`config.mk`:
```
export PLATFORM = sky130hd
export DESIGN_NAME = btn_debounce
export DESIGN_NICKNAME = d
export VERILOG_FILES = /design/src/rtl/btn_debounce_pkg.sv /design/src/rtl/btn_debounce_cell.sv /design/src/rtl/btn_debounce.sv
export SDC_FILE = /design/constraint.sdc
export NUM_CORES = 1
export LEC_CHECK = 0
export ABC_AREA = 1
export CORE_MARGIN = 2
export CORE_UTILIZATION = 38
export DETAILED_ROUTE_END_ITERATION = 7
export GPL_TIMING_DRIVEN = 0
export PLACE_DENSITY = 0.62
export SLEW_MARGIN = 30
export SYNTH_ARGS = -nofsm -noshare
export SYNTH_HDL_FRONTEND = slang
export SYNTH_SLANG_ARGS = --single-unit
```
`constraint.sdc`:
```
create_clock -name clock -period 2.3 [get_ports clock]
set_input_delay 0.46 -clock clock [delete_from_list [all_inputs] [get_ports clock]]
set_output_delay 0.46 -clock clock [all_outputs]
set_load 0.05 [all_outputs]
```
`src/rtl/btn_debounce_pkg.sv`:
```
// Shared definitions for the push-button debouncer: FSM state encoding and
// the default acceptance count (10 ms at 100 MHz).
package btn_debounce_pkg;

  typedef enum logic [1:0] {
    IDLE_LOW  = 2'b00,
    WAIT_HIGH = 2'b01,
    HIGH      = 2'b10,
    WAIT_LOW  = 2'b11
  } state_e;

  localparam int unsigned DEBOUNCE_CYCLES_DEF = 1000000;

endpackage

```
`src/rtl/btn_debounce_cell.sv`:
```
// One button: 2-flop synchronizer, debounce FSM with non-wrapping counter,
// registered level and single-cycle press pulse.
module btn_debounce_cell
  import btn_debounce_pkg::*;
#(
  parameter int unsigned DEBOUNCE_CYCLES = DEBOUNCE_CYCLES_DEF
) (
  input  logic clock,
  input  logic i_rst_n,
  input  logic i_btn,
  output logic o_pulse,
  output logic o_level
);

  localparam int unsigned NB_COUNT = $clog2(DEBOUNCE_CYCLES);
  localparam logic [NB_COUNT-1:0] CNT_LAST = NB_COUNT'(DEBOUNCE_CYCLES - 1);

  logic [1:0]          sync;
  logic                s;
  state_e              state;
  logic [NB_COUNT-1:0] count;

  always_ff @(posedge clock or negedge i_rst_n) begin
    if (!i_rst_n) sync <= '0;
    else          sync <= {sync[0], i_btn};
  end

  assign s = sync[1];

  // Counter is compared before incrementing, so it tops out at CNT_LAST.
  always_ff @(posedge clock or negedge i_rst_n) begin
    if (!i_rst_n) begin
      state   <= IDLE_LOW;
      count   <= '0;
      o_pulse <= 1'b0;
      o_level <= 1'b0;
    end else begin
      o_pulse <= 1'b0;
      case (state)
        IDLE_LOW: begin
          if (s) begin
            state <= WAIT_HIGH;
            count <= '0;
          end
        end
        WAIT_HIGH: begin
          if (!s) begin
            state <= IDLE_LOW;
          end else if (count == CNT_LAST) begin
            state   <= HIGH;
            o_level <= 1'b1;
            o_pulse <= 1'b1;
          end else begin
            count <= count + 1'b1;
          end
        end
        HIGH: begin
          if (!s) begin
            state <= WAIT_LOW;
            count <= '0;
          end
        end
        WAIT_LOW: begin
          if (s) begin
            state <= HIGH;
          end else if (count == CNT_LAST) begin
            state   <= IDLE_LOW;
            o_level <= 1'b0;
          end else begin
            count <= count + 1'b1;
          end
        end
        default: state <= IDLE_LOW;
      endcase
    end
  end

endmodule

```
`src/rtl/btn_debounce.sv`:
```
// Debounced, edge-detected operand-load buttons for the ALU register bank.
// Define BTN_DEBOUNCE_PRIORITY_EN to pass only the lowest-index pulse per cycle.
module btn_debounce
  import btn_debounce_pkg::*;
#(
  parameter int unsigned NB_BTN          = 3,
  parameter int unsigned DEBOUNCE_CYCLES = DEBOUNCE_CYCLES_DEF
) (
  input  logic              clock,
  input  logic              i_rst_n,
  input  logic [NB_BTN-1:0] i_btn,
  output logic [NB_BTN-1:0] o_btn_pulse,
  output logic [NB_BTN-1:0] o_btn_level
);

  logic [NB_BTN-1:0] pulse_raw;

  for (genvar gi = 0; gi < NB_BTN; gi++) begin : g_cell
    btn_debounce_cell #(
      .DEBOUNCE_CYCLES(DEBOUNCE_CYCLES)
    ) u_cell (
      .clock  (clock),
      .i_rst_n(i_rst_n),
      .i_btn  (i_btn[gi]),
      .o_pulse(pulse_raw[gi]),
      .o_level(o_btn_level[gi])
    );
  end

`ifdef BTN_DEBOUNCE_PRIORITY_EN
  // x & -x isolates the lowest set bit; masked pulses are simply dropped.
  always_comb begin
    o_btn_pulse = pulse_raw & (~pulse_raw + NB_BTN'(1));
  end
`else
  always_comb begin
    o_btn_pulse = pulse_raw;
  end
`endif

endmodule

```
==> summary.txt <==
Outcome
  • Outcome: complete, no violations

Synthesis
  • Top-area cell type share of the netlist area: 0.424
  • Net Count, Synth: 637
  • Avg Inst Size Synth: 7.32 um^2
  • Area leader, netlist: dfrtp_1
  • Mapped Cells: 629
  • Synth warnings: 0
  • Top post-synthesis cells by area: dfrtp_1 42%, nand2_1 16%, nor2_1 6.4%
  • Seq cells post-synth: 78
  • Mapped Area: 0.00460 mm^2
  • Yosys cell types: 37
  • Seq/Total Area, Yosys: 0.424

Finish
  • Final Core Density: 0.441
  • Final Cell Area: 0.00525 mm^2
  • Final non-filler cell total: 804
  • Layout cells sized above 1: 0.0898
  • Area grow syn2layout: 14.1%
  • # diodes: 0
  • Nets: 660

Placed design
  • RePlAce Congestion: 0.897
  • HPWL Detailed: 7280 um
  • Buffers on Ports: 10
  • Placed insts: 787
  • Area after DPL: 0.00492 mm^2
  • DP Worst Slack: 0.471 ns

Routing
  • DR WL/cell: 12.7 um
  • Residual DRC: 0
  • WL final: 10200 um
  • Vias post-DR: 4041
  • 1st-pass router iterations: 5
  • Routed Antenna Nets: 0
  • Initial drt markers: 315
  • Routed vias/inst: 5.03

Floorplanning
  • Placeable Area: 0.0119 mm^2
  • Die Wd: 114 um
  • Initial Utilization: 0.386
  • Die area: 0.0130 mm^2
  • Num rows: 40
  • Die height: 114 um
  • # IOs: 11

Global routing
  • Largest net degree at the start of global routing: 65
  • Initial antenna violation count: 0
  • GRT overflow: 0
  • Total global-route track usage: 0.173
  • First-pass GRT wire length: 18200 um
  • Vias in the first global route: 3876

Timing
  • Worst Clk Skew: 0.00443 ns
  • Hold Vio Cnt, Final: 0
  • Fmax: 490 MHz
  • PnR worst setup slack: 0.258 ns
  • Max Transition Viols Final: 0
  • Crit share post-route: 0.888
  • Unrepaired setup endpoints after global routing: no
  • Worst slew pin tran: 0.578 ns
  • Final setup violation count: 0
  • Rel. slew slack: 0.614
  • Fin crit period: 2.04 ns

Clock network
  • Clk pin slew, worst setup/hold paths: 0.06 ns
  • Htree depth: 3
  • Worst skew pair latency: 0.34 ns
  • CTS sink cnt: 78
  • Clk root buf: clkbuf_16
  • TritonCTS buffer count: 9
  • CTS tree: built
  • Clock buffer depth: 2

Pwr
  • Static leakage: 2.17 nW
  • Maximum VDD drop: 0.286 mV
  • Pwr/cell area: 597 mW/mm^2
  • Total power after layout: 3.14 mW

Setup path
  • WS Path Type: reg -> out
  • Crit. End Element: primary output
  • Maximum fanout along the worst path: 2
  • CP arrival: 1.58 ns
  • CP Data Required Time: 1.84 ns
  • CP startpoint kind: flip-flop

Job
  • Max cap viols: 0

Min path
  • Min-delay worst type: reg -> reg
cells in the mapped netlist, drive strengths merged:
cell,number
nand2,201
nor2,89
dfrtp,78
inv,60
o21ai,59
nand3,57
nand4,18
buf,15
xor2,15
xnor2,7
nand3b,6
nor3,6
o21bai,5
a21oi,3
ha,3
and2,2
a31o,1
and3,1
clkbuf,1
o211ai,1
o22ai,1
worst paths after layout:
kind / from / to / slack (ns) / cells after the start
worst min register to register: g_cell[0].u_cell.sync[0] / g_cell[0].u_cell.sync[1] / 0.35 / 0
worst min-delay path: g_cell[0].u_cell.sync[0] / g_cell[0].u_cell.sync[1] / 0.35 / 0
worst max-delay path: g_cell[2].u_cell.o_level / o_btn_level[2] / 0.26 / 2
max in group asynchronous: i_rst_n / g_cell[1].u_cell.count[8] / 1.25 / 3
min in group asynchronous: i_rst_n / g_cell[0].u_cell.count[15] / 0.51 / 2
worst max register to register: g_cell[2].u_cell.count[0] / g_cell[2].u_cell.count[8] / 0.46 / 7
worst max-delay path, cell delays in order, from the launching register on:
cell,delay (ns)
dfrtp_1,0.35
buf_4,0.10
clkdlybuf4s50_1,0.79
cell families after synthesis:
| kind of cell | after synthesis | share of synthesized area |
|---|---|---|
| adders and majority gates | 3 | 0.00816 |
| and+or+nand+nor | 380 | 0.364 |
| DFF | 78 | 0.424 |
| buffers and inverters | 76 | 0.0761 |
| xor gates and xnor gates | 22 | 0.0451 |
| AOI/OAI and AO/OA | 70 | 0.0829 |
layout by cell type (no fill, tap or decap), drive strengths merged:
master,instances
nand3b,6
xor2,15
clkdlybuf4s50,9
o22ai,1
xnor2,7
and2,2
nor3,6
o21bai,5
dlygate4sd3,1
nand3,57
nand4,18
clkinv,3
nor2,89
a21oi,3
dfrtp,78
bufinv,2
clkbuf,12
a31o,1
inv,60
ha,3
buf,17
o21ai,59
o211ai,1
nand2,201
and3,1
metal layers:
metal / part of all wire / GRT usage
met1: 0.48 / 0.231
met4: 0.017 / 0.0715
met2: 0.47 / 0.282
met3: 0.031 / 0.0265
met5: 0 / 0
where the power goes:
group	switching, mW	internal [mW]
Combinational	0.105	0.0522
Clock	0.575	0.982
Sequential	0.0232	1.40
Total	0.704	2.43
per-stage QoR:
| step | TNS, ns | hold WS (ns) |
|---|---|---|
| global placement | -162.37 | 0.334 |
| detailed placement | 0 | 0.303 |
| floorplan | 0 | 0.164 |
| global route | 0 | 0.361 |
| CTS | 0 | 0.350 |
| finish | 0 | 0.349 |
flip-flops by register name, indices dropped and copies added, names as in the netlist, named ones only:
signal / cells
g_cell.u_cell.o_pulse: 3
g_cell.u_cell.state: 3
g_cell.u_cell.count: 60
g_cell.u_cell.sync: 6
g_cell.u_cell.o_level: 3
layout make-up:
type / instances / area, um^2
Buffer: 16 / 123
Clock buffer: 11 / 243
Clock inverter: 5 / 82.6
Fill cell: 1183 / 6660
Inverter: 60 / 228
Multi-Input combinational cell: 475 / 2300
Sequential cell: 78 / 1950
Tap cell: 147 / 184
Timing Repair Buffer: 12 / 139
timing repair:
item,CTS,global route
setup buffers,0,0
hold endpoints to repair,14,0
hold buffers,1,0
gates resized for setup,0,0
(Power assumes the default switching activity.)
